File: config.mk
export PLATFORM = sky130hd
export DESIGN_NAME = vend_controller_flat
export DESIGN_NICKNAME = d
export VERILOG_FILES = /design/src/rtl/vend_pkg.sv /design/src/rtl/vend_if.sv /design/src/rtl/vend_stock_table.sv /design/src/rtl/vend_controller.sv /design/src/flat_wrapper.sv
export SDC_FILE = /design/constraint.sdc
export NUM_CORES = 1
export LEC_CHECK = 0
export ABC_CLOCK_PERIOD_IN_PS = 9550
export BUFFER_PORTS_ARGS = -buffer_cell sky130_fd_sc_hd__buf_4
export CAP_MARGIN = 20
export CORE_ASPECT_RATIO = 1.25
export CORE_MARGIN = 2
export CORE_UTILIZATION = 50
export DETAILED_ROUTE_END_ITERATION = 8
export HOLD_SLACK_MARGIN = 0.1
export PLACE_DENSITY = 0.72
export SYNTH_ARGS = -nofsm -noshare
export SYNTH_HDL_FRONTEND = slang
export SYNTH_HIERARCHICAL = 1
export SYNTH_SLANG_ARGS = --single-unit
export TNS_END_PERCENT = 10
File: constraint.sdc
create_clock -name clock -period 9.55 [get_ports clock]
set_input_delay 0.4775 -clock clock [delete_from_list [all_inputs] [get_ports clock]]
set_output_delay 0.4775 -clock clock [all_outputs]
set_load 0.05 [all_outputs]
File: src/rtl/vend_pkg.sv
// Shared types, field layout and table-word helpers for the vending controller.
package vend_pkg;

   localparam int N_ITEMS    = 8;
   localparam int ITEM_W     = 11;
   localparam int PRICE_W    = 6;
   localparam int STOCK_W    = 5;
   localparam int CREDIT_W   = 8;
   localparam int CREDIT_MAX = 255;
   localparam int SEL_W      = 3;
   localparam int PRICE_LSB  = 0;
   localparam int STOCK_LSB  = 6;

   typedef enum logic [2:0] {
      IDLE,
      CREDIT,
      CHECK,
      DISPENSE,
      CHANGE
   } vendState;

   typedef logic [ITEM_W-1:0] itemWord;

   function automatic logic [PRICE_W-1:0] price_of(input itemWord word);
      return word[PRICE_LSB +: PRICE_W];
   endfunction

   function automatic logic [STOCK_W-1:0] stock_of(input itemWord word);
      return word[STOCK_LSB +: STOCK_W];
   endfunction

endpackage

File: src/rtl/vend_if.sv
// Handshake bundle between the vending front panel and the sequencing controller.
interface vend_if;
   import vend_pkg::*;

   logic                        load;
   logic [N_ITEMS*ITEM_W-1:0]   stuff_data;
   logic                        coin_valid;
   logic [PRICE_W-1:0]          coin_value;
   logic                        sel_valid;
   logic [SEL_W-1:0]            sel_item;
   logic                        cancel;
   logic                        coin_reject;
   logic                        dispense_valid;
   logic [SEL_W-1:0]            dispense_item;
   logic                        change_valid;
   logic [CREDIT_W-1:0]         change_amount;
   logic                        err_soldout;
   logic                        err_funds;
   logic [CREDIT_W-1:0]         credit;
   logic                        busy;

   modport master (
      output load, stuff_data, coin_valid, coin_value, sel_valid, sel_item, cancel,
      input  coin_reject, dispense_valid, dispense_item, change_valid, change_amount,
             err_soldout, err_funds, credit, busy
   );

   modport slave (
      input  load, stuff_data, coin_valid, coin_value, sel_valid, sel_item, cancel,
      output coin_reject, dispense_valid, dispense_item, change_valid, change_amount,
             err_soldout, err_funds, credit, busy
   );

endinterface

File: src/rtl/vend_stock_table.sv


module vend_stock_table
   import vend_pkg::*;
(
   input  logic                      clock,
   input  logic                      reset,
   input  logic                      load,
   input  logic [N_ITEMS*ITEM_W-1:0] loadData,
   input  logic                      decEn,
   input  logic [SEL_W-1:0]          decIdx,
   input  logic [SEL_W-1:0]          rdIdx,
   output itemWord                   rdWord
);

   itemWord entries [N_ITEMS];

   // The stock guard keeps a stray decrement from wrapping an empty slot to 31.
   always_ff @(posedge clock or posedge reset) begin
      if (reset) begin
         for (int i = 0; i < N_ITEMS; i++) begin
            entries[i] <= '0;
         end
      end else if (load) begin
         for (int i = 0; i < N_ITEMS; i++) begin
            entries[i] <= loadData[i*ITEM_W +: ITEM_W];
         end
      end else if (decEn && (stock_of(entries[decIdx]) != '0)) begin
         entries[decIdx][STOCK_LSB +: STOCK_W] <= stock_of(entries[decIdx]) - 1'b1;
      end
   end

   assign rdWord = entries[rdIdx];

endmodule

File: src/rtl/vend_controller.sv
// Vending sequencer: coin credit, selection check, dispense and change, all outputs registered.
module vend_controller
   import vend_pkg::*;
(
   input logic   clock,
   input logic   reset,
   vend_if.slave bus
);

   localparam logic [CREDIT_W:0] CreditLimit = (CREDIT_W+1)'(CREDIT_MAX);

   vendState            state;
   logic [SEL_W-1:0]    selLatched;
   itemWord             selWord;
   logic [PRICE_W-1:0]  selPrice;
   logic [STOCK_W-1:0]  selStock;
   logic                inEntry;
   logic                coinPresent;
   logic                coinFits;
   logic                acceptCoin;
   logic [CREDIT_W:0]   coinSum;
   logic [CREDIT_W-1:0] creditAfterCoin;
   logic                canAfford;
   logic                tableLoad;
   logic                decEn;

   vend_stock_table stockTable (
      .clock    (clock),
      .reset    (reset),
      .load     (tableLoad),
      .loadData (bus.stuff_data),
      .decEn    (decEn),
      .decIdx   (selLatched),
      .rdIdx    (selLatched),
      .rdWord   (selWord)
   );

   // Coin arithmetic runs one bit wide so an overflowing coin is detected, not wrapped.
   always_comb begin
      selPrice        = price_of(selWord);
      selStock        = stock_of(selWord);
      inEntry         = (state == IDLE) || (state == CREDIT);
      coinPresent     = bus.coin_valid && (bus.coin_value != '0);
      coinSum         = {1'b0, bus.credit} + (CREDIT_W+1)'(bus.coin_value);
      coinFits        = (coinSum <= CreditLimit);
      acceptCoin      = inEntry && coinPresent && coinFits;
      creditAfterCoin = acceptCoin ? coinSum[CREDIT_W-1:0] : bus.credit;
      canAfford       = (bus.credit >= CREDIT_W'(selPrice));
      tableLoad       = bus.load && (state == IDLE);
      decEn           = (state == CHECK) && (selStock != '0) && canAfford;
   end

   // Pulses are set on the edge that enters the state they belong to, so dispense
   // shows during DISPENSE and change during CHANGE.
   always_ff @(posedge clock or posedge reset) begin
      if (reset) begin
         state              <= IDLE;
         selLatched         <= '0;
         bus.coin_reject    <= 1'b0;
         bus.dispense_valid <= 1'b0;
         bus.dispense_item  <= '0;
         bus.change_valid   <= 1'b0;
         bus.change_amount  <= '0;
         bus.err_soldout    <= 1'b0;
         bus.err_funds      <= 1'b0;
         bus.credit         <= '0;
         bus.busy           <= 1'b0;
      end else begin
         bus.coin_reject    <= 1'b0;
         bus.dispense_valid <= 1'b0;
         bus.change_valid   <= 1'b0;
         bus.err_soldout    <= 1'b0;
         bus.err_funds      <= 1'b0;
         unique case (state)
            IDLE, CREDIT: begin
               bus.credit      <= creditAfterCoin;
               bus.coin_reject <= coinPresent && !coinFits;
               if ((state == CREDIT) && bus.cancel) begin
                  state             <= CHANGE;
                  bus.busy          <= 1'b1;
                  bus.change_valid  <= (creditAfterCoin != '0);
                  bus.change_amount <= creditAfterCoin;
                  bus.credit        <= '0;
               end else if (bus.sel_valid) begin
                  selLatched <= bus.sel_item;
                  state      <= CHECK;
                  bus.busy   <= 1'b1;
               end else if (acceptCoin) begin
                  state <= CREDIT;
               end
            end
            CHECK: begin
               bus.coin_reject <= bus.coin_valid;
               if (selStock == '0) begin
                  bus.err_soldout <= 1'b1;
                  state           <= (bus.credit == '0) ? IDLE : CREDIT;
                  bus.busy        <= 1'b0;
               end else if (!canAfford) begin
                  bus.err_funds <= 1'b1;
                  state         <= (bus.credit == '0) ? IDLE : CREDIT;
                  bus.busy      <= 1'b0;
               end else begin
                  bus.dispense_valid <= 1'b1;
                  bus.dispense_item  <= selLatched;
                  bus.credit         <= bus.credit - CREDIT_W'(selPrice);
                  state              <= DISPENSE;
               end
            end
            DISPENSE: begin
               bus.coin_reject <= bus.coin_valid;
               if (bus.credit != '0) begin
                  bus.change_valid  <= 1'b1;
                  bus.change_amount <= bus.credit;
                  bus.credit        <= '0;
               end
               state <= CHANGE;
            end
            CHANGE: begin
               bus.coin_reject <= bus.coin_valid;
               state           <= IDLE;
               bus.busy        <= 1'b0;
            end
            default: begin
               state    <= IDLE;
               bus.busy <= 1'b0;
            end
         endcase
      end
   end

endmodule

File: src/flat_wrapper.sv
// flat-port wrapper written by rule: the top's interface ports become plain ports
module vend_controller_flat import vend_pkg::*;
  (clock, reset, bus_load, bus_stuff_data, bus_coin_valid, bus_coin_value, bus_sel_valid, bus_sel_item, bus_cancel, bus_coin_reject, bus_dispense_valid, bus_dispense_item, bus_change_valid, bus_change_amount, bus_err_soldout, bus_err_funds, bus_credit, bus_busy);
  vend_if bus_i ();
  input logic clock;
  input logic reset;
  input wire logic [$bits(bus_i.load)-1:0] bus_load;
  input wire logic [$bits(bus_i.stuff_data)-1:0] bus_stuff_data;
  input wire logic [$bits(bus_i.coin_valid)-1:0] bus_coin_valid;
  input wire logic [$bits(bus_i.coin_value)-1:0] bus_coin_value;
  input wire logic [$bits(bus_i.sel_valid)-1:0] bus_sel_valid;
  input wire logic [$bits(bus_i.sel_item)-1:0] bus_sel_item;
  input wire logic [$bits(bus_i.cancel)-1:0] bus_cancel;
  output wire logic [$bits(bus_i.coin_reject)-1:0] bus_coin_reject;
  output wire logic [$bits(bus_i.dispense_valid)-1:0] bus_dispense_valid;
  output wire logic [$bits(bus_i.dispense_item)-1:0] bus_dispense_item;
  output wire logic [$bits(bus_i.change_valid)-1:0] bus_change_valid;
  output wire logic [$bits(bus_i.change_amount)-1:0] bus_change_amount;
  output wire logic [$bits(bus_i.err_soldout)-1:0] bus_err_soldout;
  output wire logic [$bits(bus_i.err_funds)-1:0] bus_err_funds;
  output wire logic [$bits(bus_i.credit)-1:0] bus_credit;
  output wire logic [$bits(bus_i.busy)-1:0] bus_busy;
  assign bus_i.load = bus_load;
  assign bus_i.stuff_data = bus_stuff_data;
  assign bus_i.coin_valid = bus_coin_valid;
  assign bus_i.coin_value = bus_coin_value;
  assign bus_i.sel_valid = bus_sel_valid;
  assign bus_i.sel_item = bus_sel_item;
  assign bus_i.cancel = bus_cancel;
  assign bus_coin_reject = bus_i.coin_reject;
  assign bus_dispense_valid = bus_i.dispense_valid;
  assign bus_dispense_item = bus_i.dispense_item;
  assign bus_change_valid = bus_i.change_valid;
  assign bus_change_amount = bus_i.change_amount;
  assign bus_err_soldout = bus_i.err_soldout;
  assign bus_err_funds = bus_i.err_funds;
  assign bus_credit = bus_i.credit;
  assign bus_busy = bus_i.busy;
  vend_controller u_core (.clock(clock), .reset(reset), .bus(bus_i));
endmodule
==> impl_metrics.tcl <==
set metrics [dict create \
    io_buffers 127 \
    cts_resized 0 \
    gr-usage-all-layers_pct 25.47 \
    grt_pass1_wl_mm 30.55 \
    cp_slowest_cell "mux4_2" \
    area_delta_synth_final_pct 22.51 \
    finalPower_uw 3732 \
    critPathBufInv 3 \
    fp.dieW_um 110.8 \
    ys_seq_area_share_pct 41.80 \
    synth_ff_type "dfrtp_1" \
    max_freq_mhz 226.4 \
    hold_buffers 1 \
    cp_max_fo 41 \
    switching_power_uw 1651 \
    antenna_cells 0 \
    clock_path_buffers 2 \
    wire_per_inst_um 20.57 \
    drt_iter0_markers 459 \
    via_count 5721 \
    cp.arrival_ns 4.70 \
    cts_setup_buffers 0 \
    final_nets 857 \
    rsz0062_at_grt "false" \
    start_kind "flop" \
    path_class "flop to flop" \
    die_h_um 137.5 \
    rows 48 \
    antenna_found_initial 0 \
    cts-buffers-inserted 17 \
    syn_inst 625 \
    cp_top_family "simple AND/OR/NAND/NOR gates" \
    clk_pin_slew_ns 0.06 \
    core_mm2 0.01387 \
    layout_common_cells "buf_4 (134), dfrtp_1 (117), mux2_2 (66)" \
    timing.slew.headroom_pct 27.04 \
    cellPowerDensity_mw_per_mm2 427.5 \
    power.leakage_uw 0.003767 \
    netSwitchingFraction_pct 44.25 \
    drive_gt1_share_pct 38.08 \
    dp_hpwl_mm 13.77 \
    irDropWorstVdd_mv 0.2142 \
    place_congestion 0.9261 \
    synth_edf_count 0 \
    p_int_uw 2080 \
    power_frac_seq_pct 25.7 \
    async_flop_share_pct 100.0 \
    final_common_cell "buf_4" \
    cts_tree "built" \
    via_per_inst 6.178 \
    clk_latency_ns 0.41 \
    p_clk_share_pct 16.3 \
    yosys_warnings 6 \
    fin_crit_sh_pct 46.26 \
    drc 0 \
    ant_nets 0 \
    start_util_pct 51.35 \
    synth_area_mm2 0.007124 \
    drt_first_pass_iters 7 \
    skew_ns 0.01116 \
    globalRouteOverflowTotal 0 \
    cp-end-kind "flop" \
    setup_tns_ns 0 \
    clock-sinks 119 \
    io_pins 128 \
    worstMarginPinSlew_ns 1.094 \
    status "complete, no violations" \
    pwr-share-comb_pct 58.0 \
    hold_violations 0 \
    synth_nets 744 \
    htreeDepth 4 \
    max_stage_delay_ns 0.59 \
    hold_path.class "input port to flop" \
    synth.distinct_cells 74 \
    cp.required_ns 9.84 \
    setup_viol 0 \
    maxCapViolations 0 \
    grt_max_degree 99 \
    dieArea_mm2 0.01523 \
    ys_ff_latch 119 \
    path_cells "buf_4 -> mux4_2 -> mux2_2 -> ha_1 -> inv_1 -> fa_1 -> a21o_1 -> a211o_1 -> a21oi_2 -> nand2_1 -> nand2_2 -> inv_1 -> nor3b_1 -> nand2b_1 -> nand2b_1 -> a221o_1" \
    grt_pass1_vias 5843 \
    wl_mm 19.05 \
    synth.avg_cell_area_um2 11.40 \
    cts_root_buf "clkbuf_16" \
    maxSlewViolCount 0 \
    layout_min_cycle_time_ns 4.418 \
]
[logic make-up after synthesis]
group	after synthesis	share of synthesized area, %
xor gates and xnor gates	8	0.9835
muxes	110	22.04
adders and majority gates	16	3.021
buffers and inverters	70	4.426
and+or+nand+nor	148	10.84
DFF	119	41.80
AOI/OAI and AO/OA	154	16.89
[tightest hold or removal path: cells and delay by family]
family	cells	cell delay [ns]
AO/OA/AOI/OAI	1	0.06
AND/OR/NAND/NOR	1	0.04
buffers and inverters	1	0.08
[synthesized netlist by cell type (9+ instances only)]
cell	n	area share (%)
o211ai_1	10	1.1
a221o_1	9	1.3
nor3_1	14	0.98
dfrtp_1	119	42
a21oi_1	20	1.4
mux2i_1	11	1.5
o221ai_1	11	1.4
o21ai_0	14	0.98
nand2_1	48	2.5
nor2b_1	14	1.2
inv_1	27	1.4
a21o_1	9	0.95
nor2_1	19	1.0
ha_1	14	2.5
mux4_2	30	9.5
clkbuf_1	21	1.1
mux2_2	66	10
o21ai_1	13	0.91
[final timing paths]
kind,start,endpoint,slack (ns),cells past startpoint
setup / recovery,u_core/selLatched[0],u_core/stockTable/entries[83],5.13,16
hold / removal,bus_stuff_data[87],u_core/stockTable/entries[10],0.28,3
setup reg to reg,u_core/selLatched[0],u_core/stockTable/entries[83],5.13,16
hold reg to reg,u_core/bus.change_amount[7],u_core/bus.change_amount[7],0.48,2
max in group asynchronous,reset,u_core/stockTable/entries[45],7.72,4
min in group asynchronous,reset,u_core/stockTable/entries[31],0.65,3
[power by group through the flow]
stage / combinational [uW] / sequential [uW] / clock, uW
after CTS: 2150 / 955 / 621
after global routing: 2320 / 991 / 643
after floorplan: 1560 / 1030 / 0
final: 2160 / 960 / 609
after detailed placement: 2130 / 962 / 0
after global placement: 2070 / 946 / 0
[flip-flops by register name, summed over array words and instances (netlist names)]
register                   flops
u_core/bus.busy                1
u_core/bus.change_amount       8
u_core/bus.change_valid        1
u_core/bus.coin_reject         1
u_core/bus.credit              8
u_core/bus.dispense_item       3
u_core/bus.dispense_valid      1
u_core/bus.err_funds           1
u_core/bus.err_soldout         1
u_core/selLatched              3
u_core/state                   3
u_core/stockTable/entries     88
[final cells by class]
type,count,area (um^2)
clock buffers,20,446.7
inverters,29,110.1
flip-flops and latches,119,2980
fillers,1100,5145
well taps,175,219.0
clock inverters,12,120.1
multi-input cells,436,3836
repair buffers,135,1016
[layer usage]
| metal | vias up | wire length (um) | global-route usage (%) |
|---|---|---|---|
| met1 | 2858 | 7958 | 32.11 |
| li1 | 2605 | - | - |
| met5 | - | 0 | 0 |
| met4 | 0 | 506 | 10.63 |
| met2 | 220 | 9624 | 43.52 |
| met3 | 38 | 962 | 4.839 |
[per-stage QoR]
step                      instance area, um^2  worst slack [ns]  hold WS [ns]  cells  util, %
final                                    8728             5.132        0.2806    926    62.91
after global routing                     8728             4.815        0.2752    926    62.91
after CTS                                8728             5.158        0.2698    926    62.91
after detailed placement                 8152             5.188        0.4775    893    58.76
after global placement                   8152             5.365        0.4690    893    58.76
after floorplan                          7124             5.508        0.4752    625        -
(Power assumes the default switching activity.)
